==> config.mk <==
export PLATFORM = sky130hd
export DESIGN_NAME = hub75_scan_ctrl
export DESIGN_NICKNAME = d
export VERILOG_FILES = /design/src/rtl/hub75_scan_ctrl.sv
export SDC_FILE = /design/constraint.sdc
export NUM_CORES = 1
export LEC_CHECK = 0
export CORE_UTILIZATION = 35
export CTS_CLUSTER_SIZE = 25
export DETAILED_ROUTE_END_ITERATION = 6
export MAX_ROUTING_LAYER = met4
export PLACE_DENSITY_LB_ADDON = 0.2
export SYNTH_ARGS = -nofsm -noshare
export SYNTH_HDL_FRONTEND = slang
export SYNTH_SLANG_ARGS = --single-unit
==> constraint.sdc <==
create_clock -name clk -period 3.6 [get_ports clk]
set_input_delay 0.54 -clock clk [delete_from_list [all_inputs] [get_ports clk]]
set_output_delay 0.54 -clock clk [all_outputs]
set_load 0.005 [all_outputs]
==> src/rtl/hub75_scan_ctrl.sv <==
// HUB75 1/N-scan panel sequencer: shifts one row of a bit-plane out of the frame
// buffer, then blanks, latches and shows it with binary-weighted on-time.
module hub75_scan_ctrl #(
  parameter int ROW_LEN  = 64,
  parameter int ROW_BITS = 4,
  parameter int BPP      = 4,
  parameter int OE_BASE  = 8
) (
  input  logic                                     clk,
  input  logic                                     rst_n,
  input  logic                                     enable,
  output logic                                     rd_en,
  output logic [ROW_BITS+$clog2(ROW_LEN)-1:0]      rd_addr,
  output logic [((BPP > 1) ? $clog2(BPP) : 1)-1:0] rd_plane,
  input  logic [5:0]                               rd_data,
  output logic [ROW_BITS-1:0]                      sel,
  output logic                                     sclk,
  output logic                                     lat,
  output logic                                     oe_n,
  output logic [2:0]                               rgb0,
  output logic [2:0]                               rgb1,
  output logic                                     frame_done,
  output logic                                     busy
);

  localparam int COL_W   = $clog2(ROW_LEN);
  localparam int ADDR_W  = ROW_BITS + COL_W;
  localparam int PLANE_W = (BPP > 1) ? $clog2(BPP) : 1;
  localparam int K_W     = COL_W + 2;
  localparam int DISP_W  = $clog2((OE_BASE << (BPP - 1)) + 1);

  localparam logic [K_W-1:0]      K_LAST     = K_W'(2 * ROW_LEN + 1);
  localparam logic [K_W-1:0]      K_RD_END   = K_W'(2 * ROW_LEN);
  localparam logic [K_W-1:0]      K_SCLK_MIN = K_W'(3);
  localparam logic [PLANE_W-1:0]  PLANE_LAST = PLANE_W'(BPP - 1);
  localparam logic [ROW_BITS-1:0] ROW_LAST   = '1;

  typedef enum logic [2:0] {
    S_IDLE,
    S_SHIFT,
    S_BLANK,
    S_LATCH,
    S_DISPLAY
  } state_t;

  state_t              state_q, state_d;
  logic [K_W-1:0]      k_q, k_d;
  logic [DISP_W-1:0]   disp_q, disp_d;
  logic [ROW_BITS-1:0] row_q, row_d;
  logic [PLANE_W-1:0]  plane_q, plane_d;

  logic                rd_en_q, rd_en_d;
  logic [ADDR_W-1:0]   rd_addr_q, rd_addr_d;
  logic [PLANE_W-1:0]  rd_plane_q, rd_plane_d;
  logic [ROW_BITS-1:0] sel_q, sel_d;
  logic                sclk_q, sclk_d;
  logic                lat_q, lat_d;
  logic                oe_n_q, oe_n_d;
  logic [5:0]          rgb_q, rgb_d;
  logic                frame_done_q, frame_done_d;
  logic                busy_q, busy_d;
  logic                in_shift;

  always_comb begin
    state_d = state_q;
    k_d     = k_q;
    disp_d  = disp_q;
    row_d   = row_q;
    plane_d = plane_q;
    case (state_q)
      S_IDLE: begin
        if (enable) begin
          state_d = S_SHIFT;
          k_d     = '0;
          row_d   = '0;
          plane_d = '0;
        end
      end
      S_SHIFT: begin
        if (k_q == K_LAST) state_d = S_BLANK;
        else               k_d     = k_q + K_W'(1);
      end
      S_BLANK: state_d = S_LATCH;
      S_LATCH: begin
        state_d = S_DISPLAY;
        disp_d  = DISP_W'(OE_BASE << plane_q) - DISP_W'(1);
      end
      S_DISPLAY: begin
        if (disp_q == '0) begin
          if (plane_q == PLANE_LAST) begin
            plane_d = '0;
            row_d   = row_q + ROW_BITS'(1);
          end else begin
            plane_d = plane_q + PLANE_W'(1);
          end
          if (enable) begin
            state_d = S_SHIFT;
            k_d     = '0;
          end else begin
            state_d = S_IDLE;
            row_d   = '0;
            plane_d = '0;
          end
        end else begin
          disp_d = disp_q - DISP_W'(1);
        end
      end
      default: state_d = S_IDLE;
    endcase
  end

  // Outputs are registered, so they are derived from the state being entered.
  always_comb begin
    in_shift     = (state_d == S_SHIFT);
    rd_en_d      = in_shift && !k_d[0] && (k_d < K_RD_END);
    rd_addr_d    = rd_en_d ? {row_d, k_d[COL_W:1]} : rd_addr_q;
    rd_plane_d   = rd_en_d ? plane_d : rd_plane_q;
    sclk_d       = in_shift && k_d[0] && (k_d >= K_SCLK_MIN);
    rgb_d        = (state_q == S_SHIFT && k_q[0] && k_q < K_RD_END) ? rd_data : rgb_q;
    sel_d        = (state_d == S_BLANK) ? row_d : sel_q;
    lat_d        = (state_d == S_LATCH);
    oe_n_d       = (state_d != S_DISPLAY);
    busy_d       = (state_d != S_IDLE);
    frame_done_d = (state_d == S_DISPLAY) && (disp_d == '0) &&
                   (row_q == ROW_LAST) && (plane_q == PLANE_LAST);
  end

  always_ff @(posedge clk) begin
    if (!rst_n) begin
      state_q      <= S_IDLE;
      k_q          <= '0;
      disp_q       <= '0;
      row_q        <= '0;
      plane_q      <= '0;
      rd_en_q      <= 1'b0;
      rd_addr_q    <= '0;
      rd_plane_q   <= '0;
      sel_q        <= '0;
      sclk_q       <= 1'b0;
      lat_q        <= 1'b0;
      oe_n_q       <= 1'b1;
      rgb_q        <= '0;
      frame_done_q <= 1'b0;
      busy_q       <= 1'b0;
    end else begin
      state_q      <= state_d;
      k_q          <= k_d;
      disp_q       <= disp_d;
      row_q        <= row_d;
      plane_q      <= plane_d;
      rd_en_q      <= rd_en_d;
      rd_addr_q    <= rd_addr_d;
      rd_plane_q   <= rd_plane_d;
      sel_q        <= sel_d;
      sclk_q       <= sclk_d;
      lat_q        <= lat_d;
      oe_n_q       <= oe_n_d;
      rgb_q        <= rgb_d;
      frame_done_q <= frame_done_d;
      busy_q       <= busy_d;
    end
  end

  assign rd_en      = rd_en_q;
  assign rd_addr    = rd_addr_q;
  assign rd_plane   = rd_plane_q;
  assign sel        = sel_q;
  assign sclk       = sclk_q;
  assign lat        = lat_q;
  assign oe_n       = oe_n_q;
  assign rgb0       = rgb_q[2:0];
  assign rgb1       = rgb_q[5:3];
  assign frame_done = frame_done_q;
  assign busy       = busy_q;

endmodule

# After elaboration in Yosys (flattened, before gate mapping)
# Cells that the tools add are included.
[word_totals]
register_bits = 52
[op_classes]
n_addsub = 5
order_cmp = 3
eq_ne = 12
n_shift = 1
mux = 21
n_reduce_logical = 14
[ops]
columns = ["cell", "count"]
rows = [
  ["8-bit two-way mux", 3],
  ["8-bit case mux with 3 select lines", 1],
  ["8-bit < comparator (second input constant)", 2],
  ["4-bit two-way mux", 4],
  ["3-bit case mux with 5 select lines", 1],
  ["7-bit zero test", 2],
  ["7-bit case mux with 2 select lines", 1],
  ["3-bit by 2-bit == test with 1-bit output (second input constant)", 4],
  ["1-bit logical AND", 9],
  ["3-bit two-way mux", 3],
  ["8-bit by 1-bit adder with 8-bit output (second input constant)", 1],
  ["8-bit == test (second input constant)", 1],
  ["8-bit by 2-bit greater-or-equal comparator with 1-bit output (second input constant)", 1],
  ["2-bit two-way mux", 4],
  ["4-bit case mux with 2 select lines", 1],
  ["7-bit two-way mux", 1],
  ["4-bit by 2-bit << shifter with 7-bit output (first input constant)", 1],
  ["7-bit by 1-bit subtractor with 7-bit output (second input constant)", 1],
  ["7-bit by 2-bit subtractor with 7-bit output (second input constant)", 1],
  ["3-bit by 1-bit == test with 1-bit output (second input constant)", 2],
  ["3-bit == test (second input constant)", 2],
  ["4-bit by 1-bit adder with 4-bit output (second input constant)", 1],
  ["4-bit == test (second input constant)", 1],
  ["2-bit case mux with 2 select lines", 1],
  ["7 further kinds", 7],
]

# Depth between registers and ports, before layout
# Gate-level depths: netlist of run 1.
[depth]
ltp_word = 7
depth_mapped = 9
ltp_nobuf = 8

# Worst setup path after synthesis of run 1
# Ideal clock, no wire load.
[synth_path]
path_kind = "reg-to-reg"
from = "register disp_q[0]"
to = "register rd_addr_q[2], in the netlist rd_addr[2]"
setup_time_ps = 121
t_arrival_ps = 2290
required_ps = 3479
path_slack_ps = 1189
path_stages_with_launch = 10
synth_period_minus_slack_ps = 2411
path_cell_list = "dfxtp_1 > inv_1 > ha_1 > or3b_1 > buf_2 > o21ai_4 > o311ai_4 > a2111oi_4 > buf_6 > mux2_4"
[synth_between]
elab_chain_cells = 6
elab_cells_between_ends = 10
cone_classes = "1 x order compare; 1 x eq/ne; 4 x mux; 4 x reduce/logical"
[synth_rtl]
columns = ["item", "line_no", "text"]
rows = [
  ["start: declaration", "48", "logic [DISP_W-1:0] disp_q, disp_d;"],
  ["start signal: assignment", "148", "disp_q <= disp_d;"],
  ["7-bit zero test *", "89", "if (disp_q == '0) begin"],
  ["parallel branches: the longest is 5 deep, another holds 8-bit < comparator", "--", ""],
  ["end signal: assignment", "152", "rd_addr_q <= rd_addr_d;"],
  ["end: declaration", "53", "logic [ADDR_W-1:0] rd_addr_q, rd_addr_d;"],
]
# Mark *: on every way between the ends.
# A chain may end at the register's enable or synchronous reset.

# Worst setup path in the final report of run 1
[layout_path]
from = "register disp_q[0]"
to = "register rd_plane_q[0], in the netlist rd_plane[0]"
[layout_between]
elab_chain_cells = 6
elab_cells_between_ends = 12
cone_classes = "1 x order compare; 1 x eq/ne; 6 x mux; 4 x reduce/logical"
[layout_rtl]
columns = ["item", "line_no", "text"]
rows = [
  ["7-bit zero test *", "89", ""],
  ["parallel branches: the longest is 5 deep, another holds 8-bit < comparator", "--", ""],
  ["end signal: assignment", "153", "rd_plane_q <= rd_plane_d;"],
  ["end: declaration", "54", "logic [PLANE_W-1:0] rd_plane_q, rd_plane_d;"],
]
# Marked as above.

==> out/results.ini, run 1 <==
[grt]
grt_max_degree=22
grt_usage_pct=15.7
antenna_found_initial=0
grt_pass1_vias=2019
grt_pass1_wl_um=9980
grt_overflow=0

[logic_synthesis]
synth_edf_count=0
postSynthAreaPerCell_sq_um=9.04
synth_cell_type_count=63
synth_ff_type=dfxtp_1
syn_area_sq_mm=0.00274
synthCells=303
synth-seq-area-share_pct=38.0
async_flop_share_pct=0
ys_ff_latch=52
yosysWarnings=0
syn-num-nets=320

[outcome]
outcome=finished, final reports clean

[setup_path]
r2r_end=rd_plane[0]
cp-start-kind=register
cp_top_family=compound AO/OA/AOI/OAI gates
critPathArrivalTime_ns=2.84
r2r_cells=8
cp_slowest_cell=or3b_1
critPathCaptureType=register
path_max_fanout=13
cpPeakStageDelay_ns=0.49
crit_required_ns=3.81
r2r-start=disp_q[0]
cp_cell_sequence=inv_1, ha_1, or3b_1, o21ai_4, o311ai_4, a2111oi_4, buf_4, mux2_2
crit_buf_inv=2
worstSetupPathType=register to register
r2r_slack_ns=0.97

[route]
first_pass_iters=4
post_drt_wl_per_cell_um=14.1
via_per_inst=5.19
ant_nets=0
vias=2218
route.detailed.drc=0
wl_um=6000
drtIter0Drc=129

[clocking]
cts_sinks=52
cts.path.max_buffers=2
cts_root_buffer=clkbuf_8
cts_inserted_buffers=5
insertion_delay_ns=0.31
path_clk_slew_ns=0.09
ctsHoldBuffers=0
cts-htree-levels=2
cts_tree=built
post_cts_buffers=0
cts_resized=0

[cells_and_area]
num-nets-final=344
drive_gt1_share_pct=10.1
layout_commonest_cell=dfxtp_1
area_growth_pct=17.0
fillers=738
layout_common_cells=52 x dfxtp_1, 36 x clkdlybuf4s50_1, 29 x nor2_1, 18 x nand2_1, 14 x inv_1
fin_util_pct=43.3
antenna_cells=0

[floorplan]
fp-row-count=31
die_area_sq_mm=0.00818
ioPinCount=37
initial_core_util_pct=37.0
die-width_um=90.5
die_y_um=90.5
core_sq_mm=0.00741

[pwr]
power_frac_clock_pct=33.5
power.internal_mw=0.788
ir_worst_vdd_uv=149
p_sw_share_pct=24.6
powerDensity_mw_per_mm2=326
p_seq_share_pct=56.6
p_comb_share_pct=10.0
power.net_switching_mw=0.257
p_leak_nw=1.28

[timing]
clock.fmax_ghz=0.381
relSlewSlack_pct=52.6
worst_pin_slew_ns=0.710
tns_ns=0
skew_ns=0.0119
finalCritPeriodShare_pct=73.0
setup_viol=0
setup_slack_ns=0.972
maxSlewViolCount=0
timing.final.crit_period_ns=2.63
rsz0062_at_grt=false
hold_violations=0

[place]
gp_congestion=0.918
port_buffers=36
dpl.hpwl_um=4260
place_ws_ns=0.763

[job]
maxCapViolations=0

[hold_path]
hold_end=rd_addr[7]
hold_start=rd_addr[7]
hp-class=register to register
min_path_cells=2

metal layers:
metal	share of wire [%]	vias up	global-route usage, %
met4	1.1	0	4.97
met3	6.1	9	4.46
met1	51	1021	22.1
met2	41	66	21.3
met5	0	-	-
li1	-	1122	-
Yosys cell counts (all sizes together), types with 3 or more instances:
master,instances,area (sq um)
nor3b,4,30.0
or3b,4,35.0
or3,6,38.8
and3,5,31.3
o21ai,12,71.3
o21a,5,37.5
and2,13,82.6
nand3,5,25.0
dfxtp,52,1040
nand2,18,67.6
o311ai,3,43.8
mux2,7,93.8
nor3,10,50.1
a31oi,4,25.0
nor2,29,109
a211oi,4,30.0
nand3b,3,22.5
buf,4,31.3
nor4,5,52.6
nand2b,3,18.8
a21oi,13,76.3
nand4,5,31.3
xnor2,4,35.0
o22ai,4,25.0
ha,8,100
clkbuf,18,103
o211ai,3,22.5
inv,14,52.6
a21boi,3,22.5
mux2i,12,120
worst max-delay path by stage:
| stage | start | to | slack (ns) | cells past startpoint |
|---|---|---|---|---|
| 2_1_floorplan | disp_q[0] | rd_addr[2] | 1.19 | 9 |
| 3_3_place_gp | enable | rd_plane[1] | 0.85 | 6 |
| 3_5_place_dp | enable | rd_plane[1] | 0.76 | 6 |
| 4_1_cts | disp_q[0] | rd_plane[0] | 0.98 | 8 |
| 5_1_grt | disp_q[0] | rd_plane[0] | 0.81 | 8 |
| 6_report | disp_q[0] | rd_plane[0] | 0.97 | 8 |
power by group through the flow:
stage	clock network [mW]	registers [mW]	logic, mW
finish	0.350	0.591	0.104
global route	0.386	0.593	0.113
CTS	0.359	0.591	0.105
detailed placement	0	0.604	0.104
global placement	0	0.605	0.104
floorplan	0	0.600	0.0824
worst reg2reg max path: stages, from the launching register on:
cell,delay [ns]
dfxtp_1,0.33
inv_1,0.09
ha_1,0.21
or3b_1,0.49
o21ai_4,0.30
o311ai_4,0.19
a2111oi_4,0.28
buf_4,0.28
mux2_2,0.36
stage by stage:
| stage | power, mW | std cells | hold WS (ns) | area (sq um) |
|---|---|---|---|---|
| after detailed placement | 0.708 | 419 | 0.448 | 3110 |
| after global routing | 1.09 | 427 | 0.482 | 3210 |
| after CTS | 1.06 | 427 | 0.469 | 3210 |
| after floorplan | 0.683 | 303 | 0.451 | 2740 |
| after global placement | 0.709 | 419 | 0.450 | 3110 |
| final | 1.05 | 427 | 0.464 | 3210 |
layout make-up:
| cell class | instances | area, sq um | area share (%) |
|---|---|---|---|
| Sequential cell | 52 | 1040 | 32.5 |
| Clock inverter | 1 | 7.51 | 0.234 |
| Tap cell | 99 | 124 | 3.86 |
| Clock buffer | 7 | 86.3 | 2.69 |
| Multi-Input combinational cell | 215 | 1510 | 47.2 |
| Timing Repair Buffer | 39 | 383 | 11.9 |
| Inverter | 14 | 52.6 | 1.64 |
cells by family (layout without fill, tap and decap cells):
kind of cell    Yosys count  count (layout)  share of synthesized area, %
compound gates           63              63                          17.4
xor+xnor                  5               5                          1.60
fa+ha+maj                 8               8                          3.65
buf+inv                  36              61                          6.81
flops                    52              52                          38.0
mux                      19              19                          7.81
simple gates            120             120                          24.8
flip-flops by register name (all words and copies together), names as in the netlist:
name,count
busy,1
disp_q,7
frame_done,1
k_q,8
lat,1
oe_n,1
plane_q,2
rd_addr,10
rd_en,1
rd_plane,2
rgb_q,6
row_q,4
sclk,1
sel,4
state_q,3
Power figures use the tool's default switching activity.
==> run 2, diff against run 1 <==
clock period = 2.5 ns   (was 3.6 ns; I/O delays follow)
==> run 2 against run 1 <==
  * Worst hold slack about the same
  * Combinational power grew 76%
  * Critical path type unchanged
  * Global-route usage increased by 0.43 points
  * Fmax rose by 11%
  * Routed wire length increased by 2.9%
  * Cell count is 4.2% higher
  * Final area grew 4.9%
  * Via count up 2.8%
  * Sequential share of layout area decreased by 1.5 points
  * Largest cell class unchanged
  * Non-clock buffer count up 18
==> out/results.ini, run 2 (synthesis gave the netlist of run 1 again) <==
[outcome]
outcome=finished, final reports clean

[pwr]
powerDensity_mw_per_mm2=454
p_leak_nw=1.38
ir_worst_vdd_uv=261
p_total_mw=1.53

[clocking]
cts-htree-levels=2
post_cts_buffers=0
insertion_delay_ns=0.30
cts_tree=built
cts_inserted_buffers=5
cts_root_buffer=clkbuf_8
ctsHoldBuffers=0
cts_sinks=52
path_clk_slew_ns=0.09
cts.path.max_buffers=2

[timing]
timing.final.crit_period_ns=2.36
skew_ns=0.00770
clock.fmax_ghz=0.424
rsz0062_at_grt=false
finalCritPeriodShare_pct=94.4
relSlewSlack_pct=57.8
whs_ns=0.464
setup_viol=0
maxSlewViolCount=0
worst_pin_slew_ns=0.631
hold_violations=0
tns_ns=0

[route]
route.detailed.drc=0
ant_nets=0
vias=2281
drtIter0Drc=88
via_per_inst=5.13
first_pass_iters=4
post_drt_wl_per_cell_um=13.9
wl_um=6180

[floorplan]
ioPinCount=37
die_y_um=90.5
fp-row-count=31
die_area_sq_mm=0.00818
die-width_um=90.5
core_sq_mm=0.00741
initial_core_util_pct=37.0

[cells_and_area]
fillers=747
largest_reg_flops=10
drive_gt1_share_pct=15.0
antenna_cells=0
layout_commonest_cell=dfxtp_1
layout_common_cells=52 x dfxtp_1, 36 x clkdlybuf4s50_1, 29 x nor2_1, 20 x buf_4, 18 x nand2_1
area_growth_pct=22.8
num-nets-final=362

[grt]
grt_pass1_vias=2079
antenna_found_initial=0
grt_max_degree=17
grt_pass1_wl_um=10300
grt_overflow=0
grt_usage_pct=16.1

[place]
gp_congestion=0.926
dpl.hpwl_um=4610
port_buffers=36

[setup_path]
crit_required_ns=2.70
crit_buf_inv=2
critPathCaptureType=register
cpPeakStageDelay_ns=0.42
critPathArrivalTime_ns=2.56
cp-startpoint=disp_q[0]
cp_slowest_cell=or3b_1
cp_cell_sequence=inv_1, ha_1, or3b_1, o21ai_4, o311ai_4, a2111oi_4, buf_12, mux2_2
cp_top_family=compound AO/OA/AOI/OAI gates
cp-start-kind=register
path_max_fanout=13
worstSetupPathType=register to register
r2r-start=disp_q[0]

[hold_path]
hold_start=rd_addr[4]
hp-class=register to register

[job]
maxCapViolations=0

-- run 2: cell type report --
type	instances	area (sq um)	share of cell area, %
clock buffer	7	86.3	2.57
sequential	52	1040	31.0
tap	99	124	3.68
timing repair buffer	57	531	15.8
clock inverter	1	7.51	0.223
multi-input combinational	215	1520	45.2
inverter	14	52.6	1.56
-- run 2: per-stage QoR --
step / area (sq um) / setup slack (ns) / cells / util, %
2_1_floorplan: 2740 / 0.0890 / 303 / -
3_3_place_gp: 3260 / 0.0764 / 437 / 44.0
3_5_place_dp: 3260 / 0.0581 / 437 / 44.0
4_1_cts: 3350 / 0.0351 / 445 / 45.3
5_1_grt: 3360 / 0.0285 / 445 / 45.4
6_report: 3360 / 0.139 / 445 / 45.4
-- run 2: where the power goes --
group | internal [mW] | total [mW] | switching [mW]
sequential | 0.839 | 0.848 | 0.00929
clock | 0.225 | 0.497 | 0.271
combinational | 0.0937 | 0.183 | 0.0890
-- run 2: worst register-to-register path: cells and delay by family, from the launching register on --
family	cells	cell delay [ns]
AOI/OAI and AO/OA	3	0.68
adders and majority gates	1	0.21
buffers and inverters	2	0.29
DFF	1	0.33
muxes	1	0.34
and+or+nand+nor	1	0.42
-- run 2: final timing paths --
check | to | slack (ns) | depth (start not counted)
setup / recovery | rd_addr[1] | 0.14 | 8
hold / removal | rd_addr[4] | 0.46 | 2
setup reg to reg | rd_addr[1] | 0.14 | 8
hold reg to reg | rd_addr[4] | 0.46 | 2
-- run 2: repair_timing --
action	CTS	global route
endpoints found under the hold margin	0	0
endpoints found under the setup margin	0	7
resized for setup	0	2
-- run 2: per-layer routing --
metal | global-route usage (%) | wire (um)
met1 | 23.1 | 3280
met4 | 4.44 | 59
met3 | 2.95 | 316
met5 | - | 0
met2 | 22.9 | 2520
